$ cat config.mk
export PLATFORM = sky130hd
export DESIGN_NAME = uart_imem_loader_flat
export DESIGN_NICKNAME = d
export VERILOG_FILES = /design/src/rtl/uart_imem_loader_if.sv /design/src/rtl/uart_imem_loader.sv /design/src/flat_wrapper.sv
export SDC_FILE = /design/constraint.sdc
export NUM_CORES = 1
export LEC_CHECK = 0
export ABC_CLOCK_PERIOD_IN_PS = 8200
export CAP_MARGIN = 5
export CORE_MARGIN = 5
export CORE_UTILIZATION = 35
export DETAILED_ROUTE_END_ITERATION = 7
export GPL_ROUTABILITY_DRIVEN = 0
export PLACE_DENSITY = 0.62
export SLEW_MARGIN = 10
export SYNTH_ARGS = -nofsm -noshare
export SYNTH_HDL_FRONTEND = slang
export SYNTH_SLANG_ARGS = --single-unit
$ cat constraint.sdc
create_clock -name clk -period 8.2 [get_ports clk]
set_input_delay 1.64 -clock clk [delete_from_list [all_inputs] [get_ports clk]]
set_output_delay 1.64 -clock clk [all_outputs]
set_load 0.02 [all_outputs]
$ cat src/rtl/uart_imem_loader_if.sv
// Instruction-memory write port driven by the serial boot loader.
interface uart_imem_loader_if;
    logic        imem_wr_en;
    logic [31:0] imem_wr_addr;
    logic [31:0] imem_wr_data;

    modport master (output imem_wr_en, output imem_wr_addr, output imem_wr_data);
    modport slave  (input  imem_wr_en, input  imem_wr_addr, input  imem_wr_data);
endinterface

$ cat src/rtl/uart_imem_loader.sv
// UART 8N1 boot loader: receives a framed program image, writes it into instruction memory
// and releases the core from reset once the image checksum has been accepted.
module uart_imem_loader #(
    parameter int CLK_HZ         = 12000000,
    parameter int BAUD           = 115200,
    parameter int IMEM_WORDS     = 2048,
    parameter int TIMEOUT_CYCLES = 1200000
) (
    input  logic                       clk,
    input  logic                       reset,
    input  logic                       uart_rx,
    output logic                       core_reset,
    output logic                       load_done,
    output logic                       load_error,
    uart_imem_loader_if.master         imem
);

    localparam int CLKS_PER_BIT = CLK_HZ / BAUD;
    localparam int HALF_BIT     = CLKS_PER_BIT / 2;

    typedef enum logic [1:0] {RX_IDLE, RX_START, RX_DATA, RX_STOP} rx_state_t;
    typedef enum logic [2:0] {IDLE, LEN_LO, LEN_HI, DATA, CHECK, DONE, ERROR} state_t;

    rx_state_t   rx_state;
    logic        rx_meta, rx_sync, rx_prev;
    logic [15:0] rx_cnt;
    logic [2:0]  rx_bit;
    logic [7:0]  rx_shift;
    logic        rx_valid, rx_ferr;

    state_t      state, state_next;
    logic [7:0]  len_lo;
    logic [15:0] word_count, word_idx;
    logic [1:0]  byte_cnt;
    logic [31:0] word_buf;
    logic [7:0]  checksum;
    logic [31:0] tmo_cnt;
    logic        active, timeout;
    logic [15:0] len_full;

    // Receiver: edge-triggered start, mid-bit sampling, strobes issued the cycle after the stop sample
    always_ff @(posedge clk) begin
        if (reset) begin
            rx_meta  <= 1'b1;
            rx_sync  <= 1'b1;
            rx_prev  <= 1'b1;
            rx_state <= RX_IDLE;
            rx_cnt   <= '0;
            rx_bit   <= '0;
            rx_shift <= '0;
            rx_valid <= 1'b0;
            rx_ferr  <= 1'b0;
        end else begin
            rx_meta  <= uart_rx;
            rx_sync  <= rx_meta;
            rx_prev  <= rx_sync;
            rx_valid <= 1'b0;
            rx_ferr  <= 1'b0;
            case (rx_state)
                RX_IDLE: begin
                    if (rx_prev && !rx_sync) begin
                        rx_state <= RX_START;
                        rx_cnt   <= '0;
                    end
                end
                RX_START: begin
                    if (rx_cnt == 16'(HALF_BIT - 1)) begin
                        rx_cnt <= '0;
                        rx_bit <= '0;
                        rx_state <= rx_sync ? RX_IDLE : RX_DATA;
                    end else begin
                        rx_cnt <= rx_cnt + 16'd1;
                    end
                end
                RX_DATA: begin
                    if (rx_cnt == 16'(CLKS_PER_BIT - 1)) begin
                        rx_cnt   <= '0;
                        rx_shift <= {rx_sync, rx_shift[7:1]};
                        if (rx_bit == 3'd7) rx_state <= RX_STOP;
                        rx_bit <= rx_bit + 3'd1;
                    end else begin
                        rx_cnt <= rx_cnt + 16'd1;
                    end
                end
                RX_STOP: begin
                    if (rx_cnt == 16'(CLKS_PER_BIT - 1)) begin
                        rx_cnt   <= '0;
                        rx_valid <= rx_sync;
                        rx_ferr  <= !rx_sync;
                        rx_state <= RX_IDLE;
                    end else begin
                        rx_cnt <= rx_cnt + 16'd1;
                    end
                end
                default: rx_state <= RX_IDLE;
            endcase
        end
    end

    assign active   = (state == LEN_LO) || (state == LEN_HI) || (state == DATA) || (state == CHECK);
    assign timeout  = active && (tmo_cnt == 32'(TIMEOUT_CYCLES - 1));
    assign len_full = {rx_shift, len_lo};

    // Frame parser next-state logic; errors in the middle of a frame take priority over bytes
    always_comb begin
        state_next = state;
        if (active && (rx_ferr || timeout)) begin
            state_next = ERROR;
        end else if (rx_valid) begin
            case (state)
                IDLE, ERROR: if (rx_shift == 8'hA5) state_next = LEN_LO;
                LEN_LO:      state_next = LEN_HI;
                LEN_HI: begin
                    if (32'(len_full) > 32'(IMEM_WORDS)) state_next = ERROR;
                    else if (len_full == 16'd0)          state_next = CHECK;
                    else                                 state_next = DATA;
                end
                DATA: begin
                    if (byte_cnt == 2'd3 && word_idx == word_count - 16'd1) state_next = CHECK;
                end
                CHECK:   state_next = (rx_shift == checksum) ? DONE : ERROR;
                default: state_next = state;
            endcase
        end
    end

    // State register, status outputs, word assembly and the imem write strobe
    always_ff @(posedge clk) begin
        if (reset) begin
            state             <= IDLE;
            core_reset        <= 1'b1;
            load_done         <= 1'b0;
            load_error        <= 1'b0;
            imem.imem_wr_en   <= 1'b0;
            imem.imem_wr_addr <= '0;
            imem.imem_wr_data <= '0;
            len_lo            <= '0;
            word_count        <= '0;
            word_idx          <= '0;
            byte_cnt          <= '0;
            word_buf          <= '0;
            checksum          <= '0;
            tmo_cnt           <= '0;
        end else begin
            state           <= state_next;
            imem.imem_wr_en <= 1'b0;
            load_done       <= (state_next == DONE);
            load_error      <= (state_next == ERROR);
            core_reset      <= (state_next != DONE);

            if (rx_valid || (state_next != state) || !active) tmo_cnt <= '0;
            else                                              tmo_cnt <= tmo_cnt + 32'd1;

            if (state_next == LEN_LO && state != LEN_LO) begin
                word_idx <= '0;
                byte_cnt <= '0;
                word_buf <= '0;
                checksum <= '0;
            end

            if (rx_valid && !timeout) begin
                case (state)
                    LEN_LO: len_lo     <= rx_shift;
                    LEN_HI: word_count <= len_full;
                    DATA: begin
                        word_buf <= {rx_shift, word_buf[31:8]};
                        checksum <= checksum ^ rx_shift;
                        byte_cnt <= byte_cnt + 2'd1;
                        if (byte_cnt == 2'd3) begin
                            imem.imem_wr_en   <= 1'b1;
                            imem.imem_wr_addr <= {14'd0, word_idx, 2'b00};
                            imem.imem_wr_data <= {rx_shift, word_buf[31:8]};
                            word_idx          <= word_idx + 16'd1;
                        end
                    end
                    default: ;
                endcase
            end
        end
    end

endmodule

$ cat src/flat_wrapper.sv
// flat-port wrapper written by rule: the top's interface ports become plain ports
module uart_imem_loader_flat 
#(
    parameter int CLK_HZ         = 12000000,
    parameter int BAUD           = 115200,
    parameter int IMEM_WORDS     = 2048,
    parameter int TIMEOUT_CYCLES = 1200000
)
  (clk, reset, uart_rx, core_reset, load_done, load_error, imem_imem_wr_en, imem_imem_wr_addr, imem_imem_wr_data);
  uart_imem_loader_if imem_i ();
  input  logic clk;
  input  logic reset;
  input  logic uart_rx;
  output logic core_reset;
  output logic load_done;
  output logic load_error;
  output wire logic [$bits(imem_i.imem_wr_en)-1:0] imem_imem_wr_en;
  output wire logic [$bits(imem_i.imem_wr_addr)-1:0] imem_imem_wr_addr;
  output wire logic [$bits(imem_i.imem_wr_data)-1:0] imem_imem_wr_data;
  assign imem_imem_wr_en = imem_i.imem_wr_en;
  assign imem_imem_wr_addr = imem_i.imem_wr_addr;
  assign imem_imem_wr_data = imem_i.imem_wr_data;
  uart_imem_loader #(.CLK_HZ(CLK_HZ), .BAUD(BAUD), .IMEM_WORDS(IMEM_WORDS), .TIMEOUT_CYCLES(TIMEOUT_CYCLES)) u_core (.clk(clk), .reset(reset), .uart_rx(uart_rx), .core_reset(core_reset), .load_done(load_done), .load_error(load_error), .imem(imem_i));
endmodule
# Word level (Yosys, flattened, before mapping)
# Index checks and enable logic that the tools add are counted.
op_classes:
  n_addsub: 6
  magnitude_cmp: 1
  eq_ne: 27
  mux: 36
  bitwise: 5
  n_reduce_logical: 30
op_table:
  columns: ["op", "count"]
  rows:
  - ["16-bit 2-to-1 mux", 7]
  - ["32-bit 2-to-1 mux", 3]
  - ["16-bit case mux with 3 select lines", 1]
  - ["16-bit by 1-bit adder with 16-bit output, second input constant", 2]
  - ["32-bit by 1-bit adder with 32-bit output, second input constant", 1]
  - ["32-bit by 21-bit == test with 1-bit output, second input constant", 1]
  - ["3-bit 2-to-1 mux", 8]
  - ["8-bit 2-to-1 mux", 3]
  - ["2-bit 2-to-1 mux", 10]
  - ["16-bit == test", 1]
  - ["16-bit by 6-bit == test with 1-bit output, second input constant", 1]
  - ["16-bit by 7-bit == test with 1-bit output, second input constant", 1]
  - ["16-bit by 12-bit > comparator with 1-bit output, second input constant", 1]
  - ["16-bit zero test", 1]
  - ["16-bit by 1-bit subtractor with 16-bit output, second input constant", 1]
  - ["3-bit == test, second input constant", 5]
  - ["3-bit case mux with 5 select lines", 1]
  - ["2-bit by 1-bit inequality test with 1-bit output, second input constant", 5]
  - ["8-bit == test", 1]
  - ["8-bit == test, second input constant", 1]
  - ["2-bit case mux with 4 select lines", 1]
  - ["8-bit XOR", 1]
  - ["2-bit == test, second input constant", 3]
  - ["3-bit by 1-bit == test with 1-bit output, second input constant", 2]
  - ["other kinds (21)", 43]
word_totals:
  regBits: 203
  input_bits: 3
  word_cells: 128

# Depth between registers and ports, before layout
logic_depth:
  ltp_word: 14
  ltp_mapped: 12
  ltp_nobuf: 10

# Least setup slack after synthesis
# No wires, ideal clock.
synth_path:
  path_kind: "flip-flop to flip-flop"
  from: "register u_core.word_count[0]"
  to: "register u_core.word_idx[10]"
  setup_ns: 0.086
  arrival_ns: 2.746
  t_required_ns: 8.114
  setup_slack_ns: 5.368
  path_stages_with_launch: 13
  path_buffers: 2
  synth_period_minus_slack_ns: 2.832
  cell_sequence: "dfxtp_1 > inv_1 > ha_1 > or4b_1 > clkbuf_2 > or4_1 > o311ai_1 > a41oi_1 > nor4_4 > nor2_1 > a21o_1 > buf_6 > a211oi_1"
synth_between:
  elab_chain_len: 13
synth_rtl:
  columns: ["item", "line_no", "rtl"]
  rows:
  - ["start, declared", "uart_imem_loader.sv:33", "logic [15:0] word_count, word_idx;"]
  - ["start signal, assigned", "uart_imem_loader.sv:164", "LEN_HI: word_count <= len_full;"]
  - ["16-bit by 1-bit subtractor with 16-bit output *", "uart_imem_loader.sv:119", "if (byte_cnt == 2'd3 && word_idx == word_count - 16'd1) state_next = CHECK;"]
  - ["16-bit == test *", "uart_imem_loader.sv:119", null]
  - ["1-bit logical AND *", "uart_imem_loader.sv:119", null]
  - ["3-bit 2-to-1 mux *", "uart_imem_loader.sv:119", null]
  - ["3-bit case mux with 5 select lines *", "uart_imem_loader.sv:110", "case (state)"]
  - ["3-bit 2-to-1 mux *", "uart_imem_loader.sv:109", "end else if (rx_valid) begin"]
  - ["3-bit 2-to-1 mux *", "uart_imem_loader.sv:107", "if (active && (rx_ferr || timeout)) begin"]
  - ["3-bit by 1-bit == test with 1-bit output *", "uart_imem_loader.sv:154", "if (state_next == LEN_LO && state != LEN_LO) begin"]
  - ["1-bit logical AND *", "uart_imem_loader.sv:154", null]
  - ["16-bit 2-to-1 mux *", "uart_imem_loader.sv:154", null]
  - ["16-bit 2-to-1 mux", "uart_imem_loader.sv:169", "if (byte_cnt == 2'd3) begin"]
  - ["16-bit 2-to-1 mux", "uart_imem_loader.sv:162", "case (state)"]
  - ["16-bit 2-to-1 mux *", "uart_imem_loader.sv:161", "if (rx_valid && !timeout) begin"]
  - ["end signal, assigned", "uart_imem_loader.sv:173", "word_idx <= word_idx + 16'd1;"]
  - ["end, declared", "uart_imem_loader.sv:33", null]
# Every way passes the cells marked *; elsewhere a longest branch is shown, timed or not.
# A chain may end at the register's enable or synchronous reset.

# Worst setup path after layout
layout_path:
  from: "register u_core.tmo_cnt[24]"
  to: "register u_core.word_idx[11]"
layout_between:
  elab_chain_len: 11
  word_cells_on_any_way: 13
  cone_classes: "eq/ne: 2; mux: 5; reduce/logical: 6"
layout_rtl:
  columns: ["item", "line_no", "rtl"]
  rows:
  - ["start, declared", "uart_imem_loader.sv:37", "logic [31:0] tmo_cnt;"]
  - ["start signal, assigned", "uart_imem_loader.sv:152", "else tmo_cnt <= tmo_cnt + 32'd1;"]
  - ["32-bit by 21-bit == test with 1-bit output *", "uart_imem_loader.sv:101", "assign timeout = active && (tmo_cnt == 32'(TIMEOUT_CYCLES - 1));"]
  - ["1-bit logical AND *", "uart_imem_loader.sv:101", null]
  - ["1-bit logical OR", "uart_imem_loader.sv:107", null]
  - ["1-bit logical AND", "uart_imem_loader.sv:107", null]
  - ["3-bit 2-to-1 mux", "uart_imem_loader.sv:107", null]
  - ["3-bit by 1-bit == test with 1-bit output", "uart_imem_loader.sv:154", null]
  - ["1-bit logical AND", "uart_imem_loader.sv:154", null]
  - ["16-bit 2-to-1 mux", "uart_imem_loader.sv:154", null]
  - ["16-bit 2-to-1 mux", "uart_imem_loader.sv:169", null]
  - ["16-bit 2-to-1 mux", "uart_imem_loader.sv:162", null]
  - ["16-bit 2-to-1 mux *", "uart_imem_loader.sv:161", null]
# Marked as above.

==> results.toml <==
[cells_and_area]
drive_above_1_share = 0.0679
final_cells = 1340
finish.net_count = 1013
fillerInstances = 2395
diodes = 0
synthToLayoutAreaGrowth_pct = 13.9

[min_path]
type_of_the_tightest_min_delay_check = "register to register"
hold_path_startpoint = "u_core.rx_meta"
hold-path-cell-count = 1
whs_endpoint = "u_core.rx_sync"

[power]
vdd_ir_drop_max_uv = 173
seq_power_share = 0.518
combPwrFrac = 0.018
power_frac_clock = 0.464
internal_power_uw = 1400
sw_frac_of_total = 0.235
power.net_switching_uw = 431
static-leakage-power_uw = 0.00343
power-per-cell-area_nw_per_um2 = 186

[routing]
number_of_design_rule_violations_left_after_detail_routing = 0
met3WireLength_um = 618
routed-wl-met2_mm = 8.21
routed.top_layer = "met4"
drt_iter0_drc = 439
drt_pass1_iterations = 5
detail_route.wirelength.met1_mm = 9.43
antenna_left = 0
vias_per_cell = 4.96
routed_wl_mm = 18.5
vias = 6644
drt-wirelength-per-cell_um = 13.8

[sta]
final.setup.tns_ns = 0
tightest_slew_ns = 1.13
timing.slew.headroom = 0.243
skew_ns = 0.0176
setup_viols_final = 0
hold_fails_final_rpt = 0
slew_viol_final = 0
unrepaired_setup_endpoints_after_global_routing = "no"
min_period_over_period = 0.430
max_freq_mhz = 283
period_minus_slack_ns = 3.53

[placed_design]
half_perimeter_wire_length_after_placement_mm = 12.3
numPortBuffers = 54
dpl.cell_count = 1308

[logic_synthesis]
netlist.area_leader.share = 0.453
yosysUniqueCellTypes = 70
netlist_area_um2 = 8630
post_synth_fa_ha_maj_area_fraction = 0.0102
synth_top_cell_by_area = "sky130_fd_sc_hd__dfxtp_1"
synth_top_family_by_area = "simple AND/OR/NAND/NOR gates"
synth_top_flop_cell = "sky130_fd_sc_hd__dfxtp_1"
yosysWarningCount = 0
synth-seq-area-share = 0.453
synth_enable_flop_cells = 0
synth-compound-area-share = 0.125
post_synth_and_or_nand_nor_area_fraction = 0.229
synth-seq-cells = 195
syn-instance-count = 984
yosys.area_share.xor_xnor = 0.0812
synth.area.mux_share = 0.0396
synth_top_cells_by_area = "sky130_fd_sc_hd__dfxtp_1 (45%), sky130_fd_sc_hd__nand2_1 (6.0%), sky130_fd_sc_hd__nor2_1 (5.9%)"
asyncSetResetFlopFracSynth = 0
avgSynthCellArea_um2 = 8.77

[worst_setup_path]
cell_mode_on_critical_path = "sky130_fd_sc_hd__or4_1"
highest_delay_cell_along_the_critical_path = "sky130_fd_sc_hd__and2_2"
critical_path.cell_chain = "or4_1, or4_1, nor4b_4, a21oi_1, buf_4, and2_2, a21o_1, a311oi_1"
slowest_delay_ns = 0.54
rrSetupSlack_ns = 4.67
worstReg2RegStart = "u_core.tmo_cnt[24]"
required_time_of_the_worst_setup_path_ns = 8.55
worst-setup-path-type = "register to register"
critical_path_peak_fanout = 63
arrival_time_of_the_worst_setup_path_ns = 3.88
worstRegToRegCells = 8
timing.critical_path.from_type = "register"
timing.rr.end = "u_core.word_idx[11]"
critPathCaptureType = "register"

[floorplan]
chipWidth_um = 167
fp.dieArea_um2 = 27900
num_rows = 57
die_y_um = 167
floorplan.initialDensity = 0.355
top_level_ports = 71
design.core.area_um2 = 24300

[clock_tree]
cts.reportedPaths.clkPinSlew_ns = 0.08
tritoncts_clock_tree = "built"
post_cts_buffers = 0
cts_made_buffers = 17
cts.root.buffer_cell = "sky130_fd_sc_hd__clkbuf_16"
postCtsResizedCells = 0
worst_skew_pair.late_latency_ns = 0.44
clkSinkCount = 195
cts-hold-fix-buffers = 0
htreeDepth = 4
clk_path_buf_depth = 2

[job]
timing.max_cap.violations = 0

[grt]
grt_use_total = 0.134
wire_length_of_the_first_global_routing_pass_mm = 31.8
antenna_violations_before_repair = 0
grt_overflow_total = 0
maximum_number_of_pins_on_one_net_before_global_route_repair = 64
number_of_global_route_vias_before_repair = 6350

[outcome]
outcome = "finished, final reports clean"
## layer usage
| layer | GRT usage | up-vias |
|---|---|---|
| li1 | - | 3377 |
| met1 | 0.189 | 3148 |
| met5 | 0 | - |
| met2 | 0.207 | 103 |
| met3 | 0.0306 | 16 |
| met4 | 0.0356 | 0 |
## state kept, by name (all words and copies together), names as in the netlist, 2 cells and up, named ones only
register and flops:
u_core.word_count 16, u_core.tmo_cnt 32, u_core.byte_cnt 2, u_core.checksum 8
u_core.rx_cnt 16, u_core.state 3, u_core.rx_bit 3, u_core.rx_shift 8
u_core.imem.imem_wr_addr 16, u_core.word_buf 24, u_core.imem.imem_wr_data 32, u_core.len_lo 8
u_core.word_idx 16
## power by group through the flow
stage	Combinational (uW)	Clock [uW]	Sequential, uW
floorplan	32.4	0	971
global placement	33.2	0	972
detailed placement	33.2	0	972
CTS	33.2	871	949
global route	36.5	918	950
finish	33.2	850	949
## how the worst max path moves through the flow
| stage | start | to | slack (ns) | depth (start not counted) |
|---|---|---|---|---|
| floorplan | u_core.word_count[0] | u_core.word_idx[10] | 5.37 | 12 |
| global placement | reset | u_core.byte_cnt[0] | 4.66 | 4 |
| detailed placement | u_core.tmo_cnt[24] | u_core.word_idx[13] | 4.64 | 8 |
| CTS | u_core.tmo_cnt[24] | u_core.word_idx[11] | 4.65 | 8 |
| global route | u_core.tmo_cnt[24] | u_core.word_idx[11] | 4.37 | 8 |
| finish | u_core.tmo_cnt[24] | u_core.word_idx[11] | 4.67 | 8 |
## cells by family (layout without fill, tap and decap cells)
kind of cell | after synthesis | after routing
flip-flops | 195 | 195
other | 1 | 16
AND/OR/NAND/NOR | 415 | 415
AO/OA/AOI/OAI | 157 | 157
adder cells (fa/ha/maj) | 7 | 7
buffers and inverters | 95 | 112
XOR/XNOR | 80 | 80
multiplexers | 34 | 34
## area by class of cell
cell class / count / area, um2 / area share
Sequential cell: 195 / 3900 / 0.397
Inverter: 20 / 75.1 / 0.00764
Tap cell: 324 / 405 / 0.0413
Multi-Input combinational cell: 709 / 4250 / 0.432
Clock inverter: 13 / 169 / 0.0172
Clock buffer: 19 / 443 / 0.0451
Timing Repair Buffer: 60 / 583 / 0.0593
## critical path, delay by kind of cell, from the launching register on
family	cells	cell delay (ns)
AND/OR/NAND/NOR	4	1.92
buffers and inverters	1	0.19
AO/OA/AOI/OAI	3	0.96
flip-flops	1	0.34
## stage by stage
step	hold slack (ns)	area (um2)	util	setup WS (ns)	power, uW
after floorplan	0.389	8680	-	5.37	1000
after global placement	0.395	9210	0.379	4.66	1000
after detailed placement	0.395	9210	0.379	4.64	1000
after CTS	0.412	9830	0.404	4.65	1850
after global routing	0.437	9830	0.404	4.37	1900
final	0.410	9830	0.404	4.67	1830
## placed cells by master (no fill, tap or decap), drive strengths merged, types with 7 or more instances in the layout
master         instances
clkbuf                19
nand4                 18
xnor2                 38
xor2                  42
conb                  16
a211oi                13
nand2                138
nor2                 137
a22o                  25
a21oi                 70
or4                    8
dfxtp                195
buf                    7
nor4                  12
ha                     7
mux2i                 33
and3                  16
o21ai                 12
nor3                  17
inv                   26
nand3                 27
o21a                  12
clkdlybuf4s50         53
## synth_stat cells (4+ instances only)
| cell type | count |
|---|---|
| sky130_fd_sc_hd__inv_1 | 20 |
| sky130_fd_sc_hd__a21oi_1 | 70 |
| sky130_fd_sc_hd__dfxtp_1 | 195 |
| sky130_fd_sc_hd__nor3b_1 | 4 |
| sky130_fd_sc_hd__a211oi_1 | 8 |
| sky130_fd_sc_hd__a31oi_1 | 4 |
| sky130_fd_sc_hd__a22o_2 | 5 |
| sky130_fd_sc_hd__nor2b_1 | 4 |
| sky130_fd_sc_hd__nor4_1 | 10 |
| sky130_fd_sc_hd__and2_1 | 5 |
| sky130_fd_sc_hd__or3_1 | 5 |
| sky130_fd_sc_hd__nor4b_1 | 5 |
| sky130_fd_sc_hd__clkbuf_1 | 35 |
| sky130_fd_sc_hd__xor2_1 | 42 |
| sky130_fd_sc_hd__nor2_1 | 136 |
| sky130_fd_sc_hd__mux2i_1 | 33 |
| sky130_fd_sc_hd__nor3_1 | 17 |
| sky130_fd_sc_hd__and3_1 | 16 |
| sky130_fd_sc_hd__ha_1 | 7 |
| sky130_fd_sc_hd__o21ai_0 | 11 |
| sky130_fd_sc_hd__a211oi_2 | 5 |
| sky130_fd_sc_hd__or4_1 | 6 |
| sky130_fd_sc_hd__a22o_1 | 20 |
| sky130_fd_sc_hd__nand2_1 | 138 |
| sky130_fd_sc_hd__buf_4 | 17 |
| sky130_fd_sc_hd__xnor2_1 | 38 |
| sky130_fd_sc_hd__nand4_1 | 17 |
| sky130_fd_sc_hd__nand3_1 | 27 |
| sky130_fd_sc_hd__clkbuf_8 | 6 |
| sky130_fd_sc_hd__o21a_1 | 12 |
| sky130_fd_sc_hd__buf_2 | 7 |
| sky130_fd_sc_hd__buf_6 | 6 |
No activity file was read; power rests on OpenSTA's default activity.
==> variant 1: new RTL, config.mk and constraints unchanged <==
`CLK_HZ` is set to 12000000 in 2 places; all go to 6000000.
--- a/src/rtl/uart_imem_loader.sv
+++ b/src/rtl/uart_imem_loader.sv
@@ -3,3 +3,3 @@
 module uart_imem_loader #(
-    parameter int CLK_HZ         = 12000000,
+    parameter int CLK_HZ         = 6000000,
     parameter int BAUD           = 115200,
--- a/src/flat_wrapper.sv
+++ b/src/flat_wrapper.sv
@@ -3,3 +3,3 @@
 #(
-    parameter int CLK_HZ         = 12000000,
+    parameter int CLK_HZ         = 6000000,
     parameter int BAUD           = 115200,
Formal check against the unedited RTL: same outputs for any inputs over 10 cycles, from zero or initial values and one cycle with reset high; that may be too few to reach the edited logic, so the function may still have changed.
==> variant 1 against the unedited design <==
  * Clock power rose by 3.9%
  * Final area rose by 1.5%
  * Worst setup slack lost 0.30 ns
  * Sequential share of layout area down 0.57 points
  * Wire length increased by 0.54%
  * Power grew 2.1%
  * Sequential cell count unchanged
  * Maximum frequency shrank 7.8%
  * Via count is 3.7% higher
  * Area after synthesis increased by 0.30%
  * Critical path type unchanged
  * Largest cell class unchanged
  * Largest power group unchanged
==> variant 1: results <==
[run_status]
status = complete, no violations

[place]
placedInstanceArea_sq_mm = 0.009325
hpwl_mm = 12.53
io_buffers = 54

[clock_network]
cts_resized = 0
clockBufferDepth = 2
cts_buffers = 17
cts-root-buf = clkbuf_16
clk_pin_slew_ns = 0.08
insertion_delay_ns = 0.44

[global_routing]
antenna_found_initial = 0
grtUsageTotal_pct = 13.11
grt_pass1_vias = 6310
grt_max_degree = 89
grt_pass1_wl_mm = 31.37

[hold_path]
hold_class = flop to flop
hold_path_depth = 1
hold_start = u_core.rx_meta

[power_and_ir_drop]
p_sw_mw = 0.4615
p_leak_nw = 3.394
ir_drop_mv = 0.1519

[drt]
drt_iter0_markers = 404
vias = 6888
drt_wl_total_mm = 18.59
drtPass1Iterations = 4

[finish]
drive_above_1_share_pct = 5.413
num_antenna_cells = 0
layout.nets = 1051

[sta]
setup_viol = 0
relSlewSlack_pct = 25.13
skew_ns = 0.01530

[worst_setup_path]
worstPathMaxFanout = 26
r2r_slack_ns = 4.37
r2r-end = u_core.byte_cnt[0]
cp_data_arrival_time_ns = 4.16
r2r-start = u_core.rx_shift[5]

[synth]
synth.distinct_cells = 59
yosysWarningCount = 0
synth_common_cells = 195 x dfxtp_1, 138 x nand2_1, 131 x nor2_1
ys_seq_area_share_pct = 45.12
synth.area.top_cells = dfxtp_1 45%, nand2_1 6.0%, nor2_1 5.7%
async_reset_ff_share_pct = 0
==> variant 1: cell count changes after synthesis, sizes merged, moves of 5 or more <==
cell / delta
a211oi: -9
buf: -7
nor2: -6
xor2: -9
nand3b: +7
a31oi: +6
or2: +6
o21a: -11
clkbuf: +12
nor4: +5
o21ai: +10
nand2b: +20
==> variant 1: per-layer routing <==
layer  global-route usage, %  share of wire, %  up-vias
met5                       0                 0        -
met4                   2.752              0.77        0
met3                   3.017               4.0       15
met2                   21.79                47      110
met1                   17.56                49     3238
li1                        -                 -     3525
==> variant 1: worst max-delay path by stage <==
| stage | from | cells past startpoint | slack (ns) | to |
|---|---|---|---|---|
| after global routing | u_core.rx_shift[6] | 8 | 4.03 | u_core.byte_cnt[0] |
| after floorplan | u_core.word_count[2] | 10 | 5.17 | u_core.core_reset |
| after global placement | reset | 4 | 4.44 | u_core.byte_cnt[0] |
| after CTS | u_core.rx_shift[5] | 8 | 4.39 | u_core.byte_cnt[0] |
| after detailed placement | u_core.rx_shift[6] | 8 | 4.42 | u_core.byte_cnt[0] |
| final | u_core.rx_shift[5] | 8 | 4.37 | u_core.byte_cnt[0] |
==> variant 1: power groups by stage <==
| stage | combinational, mW | clock, mW | sequential, mW |
|---|---|---|---|
| finish | 0.0357 | 0.883 | 0.952 |
| floorplan | 0.0354 | 0 | 0.973 |
| detailed placement | 0.0358 | 0 | 0.974 |
| global route | 0.0405 | 0.945 | 0.952 |
| CTS | 0.0360 | 0.904 | 0.951 |
| global placement | 0.0355 | 0 | 0.974 |
==> variant 1: logic make-up after synthesis <==
family | share of synthesized area [%]
AO/OA/AOI/OAI | 11.57
XOR/XNOR | 7.086
adder cells (fa/ha/maj) | 1.157
buffers and inverters | 5.365
flip-flops | 45.12
multiplexers | 4.411
other | 0.04334
AND/OR/NAND/NOR | 25.25
==> variant 1: final cells by class <==
class                      count  area [sq um]
inverter                      18         67.56
clock buffer                  17         425.4
fill                        2440         14350
sequential                   195          3904
tap                          324         405.4
multi-input combinational    747          4358
clock inverter                15         217.7
timing repair buffer          61         590.6
==> variant 1: worst max-delay path, stage by stage, from the launching register on <==
cell     delay, ns
dfxtp_1       0.60
xnor2_1       0.17
nand4_1       0.13
o41ai_1       0.59
nor2_1        0.09
nor4_1        0.71
nand2_1       0.44
and3b_1       0.61
mux2_2        0.40
==> variant 1: through the flow <==
stage	power, mW	instances	hold WS [ns]	setup slack (ns)
after detailed placement	1.010	1345	0.4014	4.420
after global placement	1.009	1345	0.3973	4.440
after floorplan	1.008	1040	0.3895	5.173
final	1.870	1377	0.4111	4.370
after CTS	1.892	1377	0.4179	4.390
after global routing	1.937	1377	0.4333	4.032
==> variant 2: new RTL, same flow settings <==
Made on the original files. Re-encode `state_t` (7 states) as one-hot, 7 bits wide.
--- a/src/rtl/uart_imem_loader.sv
+++ b/src/rtl/uart_imem_loader.sv
@@ -21,3 +21,3 @@
     typedef enum logic [1:0] {RX_IDLE, RX_START, RX_DATA, RX_STOP} rx_state_t;
-    typedef enum logic [2:0] {IDLE, LEN_LO, LEN_HI, DATA, CHECK, DONE, ERROR} state_t;
+    typedef enum logic [6:0] {IDLE = 7'b0000001, LEN_LO = 7'b0000010, LEN_HI = 7'b0000100, DATA = 7'b0001000, CHECK = 7'b0010000, DONE = 7'b0100000, ERROR = 7'b1000000} state_t;
 
Function: same outputs for any inputs over 10 cycles, from zero or initial values and one cycle with reset high; not proved beyond that.
==> variant 2 against the unedited design <==
  * Sequential power grew 2.1%
  * Power is 4.3% higher
  * Worst setup slack gained 0.050 ns
  * Area after synthesis increased by 4.3%
  * Final area up 4.9%
  * Wire length grew 11%
  * Sequential cell count is 4 higher
  * Clock skew increased by 0.0022 ns
  * Maximum frequency grew 1.4%
  * Critical path type unchanged
  * Critical endpoint is now u_core.word_idx[7]
==> variant 2: results <==
[run_status]
status = complete, no violations

[global_routing]
grt_pass1_wl_mm = 34.42
grtUsageTotal_pct = 14.07
grt_max_degree = 85
grt_pass1_vias = 6904

[finish]
regArea_sq_mm = 0.003984
drive_above_1_share_pct = 6.812
stdcell_count = 1431
num_antenna_cells = 0
fillCellCount = 2552

[synth]
synth_mux_area_share_pct = 4.131
synth-xor-area-share_pct = 7.107
synthAdderAreaFrac_pct = 0.9736
async_reset_ff_share_pct = 0
synth_common_cells = 199 x dfxtp_1, 167 x nand2_1, 136 x nor2_1
ys_seq_area_share_pct = 44.28
yosysWarningCount = 0
synthCells = 1077
synth_compound_area_share_pct = 12.27
synth.area.top_cells = dfxtp_1 44%, nand2_1 7.0%, nor2_1 5.7%
synth.distinct_cells = 65
ys.flop_type = dfxtp_1

[drt]
wl_met3_um = 571
maxUsedRoutingLayer = met4
drt_iter0_markers = 546
wire_per_inst_um = 14.33
drtPass1Iterations = 5
met1_length_mm = 10.14
vias = 7304
met2WireLength_mm = 9.575

[place]
hpwl_mm = 13.46
io_buffers = 54

[clock_network]
cts-root-buf = clkbuf_16
cts_setup_buffers = 0
htree_levels = 4
insertion_delay_ns = 0.45
cts_buffers = 17
cts_resized = 0
clk_pin_slew_ns = 0.08
clockBufferDepth = 2

[power_and_ir_drop]
p_leak_nw = 3.359
p_clk_share_pct = 47.5
comb_power_share_pct = 1.7
switching_share_pct = 26.15
ir_drop_mv = 0.1506

[worst_setup_path]
cp_data_arrival_time_ns = 3.80
worstPathMaxFanout = 51

[sta]
skew_ns = 0.01980
worst_slew_pin_slew_ns = 1.109

[die]
die_w_um = 170.3

[hold_path]
hold_class = flop to flop
==> variant 2: worst paths after layout <==
| check | slack [ns] | to | startpoint | cells past startpoint |
|---|---|---|---|---|
| setup / recovery | 4.72 | u_core.word_idx[7] | u_core.tmo_cnt[26] | 8 |
| hold / removal | 0.42 | u_core.rx_sync | u_core.rx_meta | 1 |
| setup reg to reg | 4.72 | u_core.word_idx[7] | u_core.tmo_cnt[26] | 8 |
| hold reg to reg | 0.42 | u_core.rx_sync | u_core.rx_meta | 1 |
==> variant 2: critical path, stage by stage (launching register included) <==
cell and delay, ns:
dfxtp_1 0.35, or4_1 0.52, nor4_1 0.32, nand4_1 0.28, o2111ai_4 0.41, buf_4 0.53
nor2_1 0.39, and3_1 0.31, a221o_1 0.25
==> variant 2: per-layer routing <==
layer | up-vias | track usage [%]
met2 | 109 | 23.31
met5 | - | 0
li1 | 3716 | -
met4 | 0 | 3.507
met3 | 18 | 2.532
met1 | 3461 | 19.06
==> variant 2: layout make-up <==
class,count,share of cell area (%)
tap,330,4.007
timing repair buffer,60,5.659
clock inverter,15,2.283
sequential,199,38.66
multi-input combinational,797,44.78
clock buffer,17,4.129
inverter,13,0.4736
==> variant 2: through the flow <==
| step | cell area, sq um | setup slack (ns) | total power, mW | hold slack (ns) | util, % |
|---|---|---|---|---|---|
| 2_1_floorplan | 9052 | 5.547 | 1.024 | 0.3895 | - |
| 3_3_place_gp | 9643 | 4.447 | 1.024 | 0.4014 | 38.18 |
| 3_5_place_dp | 9643 | 4.400 | 1.024 | 0.3988 | 38.18 |
| 4_1_cts | 10300 | 4.736 | 1.929 | 0.4194 | 40.80 |
| 5_1_grt | 10300 | 4.458 | 1.978 | 0.4313 | 40.80 |
| 6_report | 10300 | 4.721 | 1.910 | 0.4183 | 40.80 |
